## config.mk

```make
export PLATFORM = sky130hd
export DESIGN_NAME = interval_timer
export DESIGN_NICKNAME = d
export VERILOG_FILES = /design/src/rtl/interval_timer.sv
export SDC_FILE = /design/constraint.sdc
export NUM_CORES = 1
export LEC_CHECK = 0
export CAP_MARGIN = 20
export CORE_ASPECT_RATIO = 1.2
export CORE_MARGIN = 10
export CORE_UTILIZATION = 54
export DETAILED_ROUTE_END_ITERATION = 8
export PLACE_DENSITY = 0.81
export SYNTH_ARGS = -nofsm -noshare
export SYNTH_HDL_FRONTEND = slang
export SYNTH_SLANG_ARGS = --single-unit
export TNS_END_PERCENT = 100
```

## constraint.sdc

```tcl
create_clock -name clock_in -period 2.84 [get_ports clock_in]
set_input_delay 0.568 -clock clock_in [delete_from_list [all_inputs] [get_ports clock_in]]
set_output_delay 0.568 -clock clock_in [all_outputs]
set_load 0.005 [all_outputs]
```

## src/rtl/interval_timer.sv

```systemverilog
// interval_timer: programmable countdown timer with prescaler.
// A start request loads the tick count. The timer counts down one step per
// PRESCALE clocks. It raises int_out when the count expires, in one-shot
// or periodic (auto-reload) mode.
// Optional build macro INTERVAL_TIMER_STICKY_INT_EN: adds int_ack_in.
// With the macro defined, int_out holds after expiry until it is acknowledged.
module interval_timer #(
    parameter int COUNT_WIDTH = 24,
    parameter int PRESCALE    = 12
) (
    input  logic                   clock_in,
    input  logic                   reset_in,
    // Request interface: start_in and stop_in are single-cycle requests
    // sampled on every rising edge and always accepted (no back-pressure).
    // Priority is stop > start > expiry.
    input  logic                   start_in,
    input  logic                   stop_in,
    input  logic [COUNT_WIDTH-1:0] load_value_in,
    input  logic                   periodic_in,
`ifdef INTERVAL_TIMER_STICKY_INT_EN
    input  logic                   int_ack_in,
`endif
    output logic                   int_out,
    output logic                   busy_out,
    output logic [COUNT_WIDTH-1:0] count_out
);

    localparam int PW = (PRESCALE > 1) ? $clog2(PRESCALE) : 1;
    localparam logic [PW-1:0]          PS_LAST   = PW'(PRESCALE - 1);
    localparam logic [COUNT_WIDTH-1:0] COUNT_ONE = COUNT_WIDTH'(1);

    typedef enum logic {
        IDLE = 1'b0,
        RUN  = 1'b1
    } state_t;

    state_t                 state;
    logic [PW-1:0]          prescaler;
    logic [COUNT_WIDTH-1:0] count;
    logic [COUNT_WIDTH-1:0] load_q;
    logic                   periodic_q;
    logic                   int_q;

    logic                   tick;
    logic                   expire;
    logic [COUNT_WIDTH-1:0] start_load;

    // Tick/expiry decode. A zero load is promoted to one so that a start
    // always produces an expiry. Stop and restart both mask the expiry.
    always_comb begin
        start_load = (load_value_in == '0) ? COUNT_ONE : load_value_in;
        tick       = (state == RUN) && (prescaler == PS_LAST);
        expire     = tick && (count == COUNT_ONE) && !stop_in && !start_in;
    end

    // Control FSM, prescaler, count and registered interrupt.
    always_ff @(posedge clock_in or posedge reset_in) begin
        if (reset_in) begin
            state      <= IDLE;
            prescaler  <= '0;
            count      <= '0;
            load_q     <= '0;
            periodic_q <= 1'b0;
            int_q      <= 1'b0;
        end else begin
`ifdef INTERVAL_TIMER_STICKY_INT_EN
            // A new expiry wins over an acknowledge on the same edge.
            int_q <= expire | (int_q & ~int_ack_in);
`else
            int_q <= expire;
`endif
            case (state)
                IDLE: begin
                    if (start_in && !stop_in) begin
                        load_q     <= start_load;
                        periodic_q <= periodic_in;
                        count      <= start_load;
                        prescaler  <= '0;
                        state      <= RUN;
                    end
                end
                RUN: begin
                    if (stop_in) begin
                        state     <= IDLE;
                        count     <= '0;
                        prescaler <= '0;
                    end else if (start_in) begin
                        load_q     <= start_load;
                        periodic_q <= periodic_in;
                        count      <= start_load;
                        prescaler  <= '0;
                    end else if (tick) begin
                        prescaler <= '0;
                        if (count == COUNT_ONE) begin
                            if (periodic_q) begin
                                count <= load_q;
                            end else begin
                                count <= '0;
                                state <= IDLE;
                            end
                        end else if (count != '0) begin
                            count <= count - COUNT_ONE;
                        end
                    end else begin
                        prescaler <= prescaler + PW'(1);
                    end
                end
                default: state <= IDLE;
            endcase
        end
    end

    assign int_out   = int_q;
    assign busy_out  = (state == RUN);
    assign count_out = count;

endmodule

```

==> reports/metrics.yaml, run 1 <==
hp-start: "load_q[4]"
cpPeakStageDelay_ns: 0.64
num_vias: 3352
cap_viol_max_count: 0
io_pins: 55
r2r_setup_slack_ns: 0.29
p_per_area_mw_per_mm2: 496
row_count: 31
die_y_um: 105
fp.dieW_um: 91.2
critPathCaptureType: "flop"
hold_viol: 0
wl_per_cell_um: 18.7
grt_pass1_vias: 3384
dpl.hpwl_mm: 7.22
tritoncts: "done"
min_path_cells: 2
synth_edf_count: 0
setup_violations: 0
start_util_pct: 55.0
tns_ns: 0
firstDrtPassIters: 5
grt_pass1_wl_mm: 16.7
cp.arrival_ns: 2.78
num-nets-final: 486
drtIter0Drc: 354
synth.ff_latch_count: 55
port_buffers: 54
cts_made_buffers: 5
fin_ws_ns: 0.286
rsz0062_at_grt: "no"
fmax_mhz: 392
ys_warn_count: 0
layout_common_cells: "117 x nand2_1, 55 x dfrtp_1, 54 x clkdlybuf4s50_1"
layout_commonest_cell: "nand2_1"
diodes: 0
timing.hold.ws_ns: 0.482
grt_use_total_pct: 20.7
via_per_inst: 6.24
antenna_found_initial: 0
die_area_sq_mm: 0.00962
area_growth_pct: 24.0
final.setup_skew_ns: 0.00469
synth.yosys.seq_area_share_pct: 41.9
ys_types: 51
htreeDepth: 2
cts-root-buf: "clkbuf_8"
synth_area_sq_mm: 0.00329
slew_headroom_pct: 39.9
drc: 0
synth_area_per_cell_sq_um: 8.12
crit_required_ns: 3.07
cts-hold-fix-buffers: 0
synth_cells: 405
grt_max_degree: 40
hold_path.class: "flop to flop"
slowest_stage: "or4_1"
worst_setup_path_start_kind: "flop"
drt_wl_total_mm: 10.1
gp_congestion: 0.924
cts_resized: 0
status: "complete, no violations"
synth_top_flop_cell: "dfrtp_1"
fillCellCount: 544
cts_sinks: 55
drive_above_1_share_pct: 8.13
r2r_end: "count_out[23]"
synth_nets: 437
worst_pin_slew_ns: 0.902
overflow: 0
clk_pin_slew_ns: 0.10
clk_latency_ns: 0.30
period_share_pct: 89.9
fp.coreArea_sq_mm: 0.00597
post_cts_buffers: 0
p_leak_uw: 0.00165
regArea_sq_mm: 0.00138
peakVddDrop_uv: 270
finalCriticalPeriod_ns: 2.55
holdPathEnd: "load_q[4]"
worstSetupPathType: "flop to flop"
multi_input_area_sq_mm: 0.00177
cp_common_cell: "or4_1"
ant_nets: 0
reg2reg_from: "count_out[19]"
clk_path_buf_depth: 2
dp_slack_ns: 0.0990
path_max_fanout: 9
rr_worst_depth: 6
crit_chain: "or4_1 > or4_1 > nor2_1 > buf_4 > o311ai_0 > a31oi_1"
async_flop_share_pct: 100
slew_violations: 0
## worst max-delay path by stage
stage	startpoint	slack, ns	to	cells past startpoint
after floorplan	stop_in	0.48	count_out[0]	7
after global placement	stop_in	0.16	count_out[13]	8
after detailed placement	start_in	0.1	count_out[14]	8
after CTS	count_out[20]	0.32	count_out[23]	6
after global routing	count_out[19]	0.17	count_out[23]	6
final	count_out[19]	0.29	count_out[23]	6
## where the power goes
group | switching (uW) | internal (uW)
Sequential | 146 | 884
Clock | 248 | 223
Combinational | 249 | 273
## critical path: cells and delay by family (launching register included)
kind                   cells  cell delay [ns]
and+or+nand+nor            3             1.41
buffers and inverters      1             0.23
AOI/OAI and AO/OA          2             0.35
DFF                        1             0.48
## metrics by stage
stage	power, uW	util (%)	area (sq um)	cells
final	2020	68.2	4080	537
after global routing	2140	68.2	4080	537
after CTS	2040	68.2	4080	537
after detailed placement	1560	66.6	3980	529
after global placement	1540	66.6	3980	529
after floorplan	1280	-	3290	405
## state kept, by name, summed over array words and instances (netlist names)
| register | cells |
|---|---|
| busy_out | 1 |
| count_out | 24 |
| int_out | 1 |
| load_q | 24 |
| periodic_q | 1 |
| prescaler | 4 |
## Yosys cell counts (2+ instances only)
master     number  area, sq um
a211o_1         2         17.5
a211oi_1        9         67.6
a21oi_1         8         40.0
a22oi_1         6         45.0
a311o_1         4         40.0
a31oi_1        20          125
a32o_1          2         20.0
and3_1          2         12.5
buf_2           6         30.0
clkbuf_1       23         86.3
dfrtp_1        55         1380
ha_1            3         37.5
inv_1           4         15.0
nand2_1       117          439
nand3_1         7         35.0
nand3b_1        2         15.0
nand4_1         7         43.8
nand4b_1        2         17.5
nor2_1         23         86.3
nor3_1         13         65.1
nor3b_1         3         22.5
nor4_1         10         62.6
nor4_2          3         37.5
o21ai_0        19         95.1
o22a_1          3         26.3
o2bb2ai_1       2         17.5
o311ai_0        2         17.5
o31a_1          5         43.8
o31ai_1         6         45.0
o41ai_1         2         17.5
or3_1           3         18.8
or4_1           6         45.0
xnor2_1         5         43.8
xor2_1          4         35.0
## cell type report
| class | instances | share of cell area [%] |
|---|---|---|
| multi-input cells | 315 | 43.5 |
| clock buffers | 8 | 2.46 |
| flip-flops and latches | 55 | 33.8 |
| inverters | 4 | 0.368 |
| repair buffers | 73 | 17.4 |
| well taps | 82 | 2.52 |
## layer usage
metal / global-route usage, % / share of wire [%]
met1: 25.3 / 41
met4: 9.42 / 3.5
met5: 0 / 0
met2: 34.9 / 50
met3: 3.34 / 6.0
## kinds of logic after synthesis
kind of cell,Yosys count,synth area share [%]
xor+xnor,9,2.40
compound gates,97,20.7
flops,55,41.9
mux,1,0.342
fa+ha+maj,3,1.14
simple gates,205,29.1
buf+inv,35,4.45
Note: power is estimated with default switching activity, not from simulation.
==> inputs of run 2 (changes only) <==
==> constraint.sdc (replaced) <==
create_clock -name clock_in -period 2.84 [get_ports clock_in]
set_input_delay 0.568 -clock clock_in [delete_from_list [all_inputs] [get_ports clock_in]]
set_output_delay 0.568 -clock clock_in [all_outputs]
set_load 0.02 [all_outputs]
==> results of run 2 <==
Same layout as run 1 (identical final DEF). Status: complete, no violations.
Main changes from that run: total power 2020 uW -> 2090 uW; worst IR drop on VDD 270 uV -> 273 uV
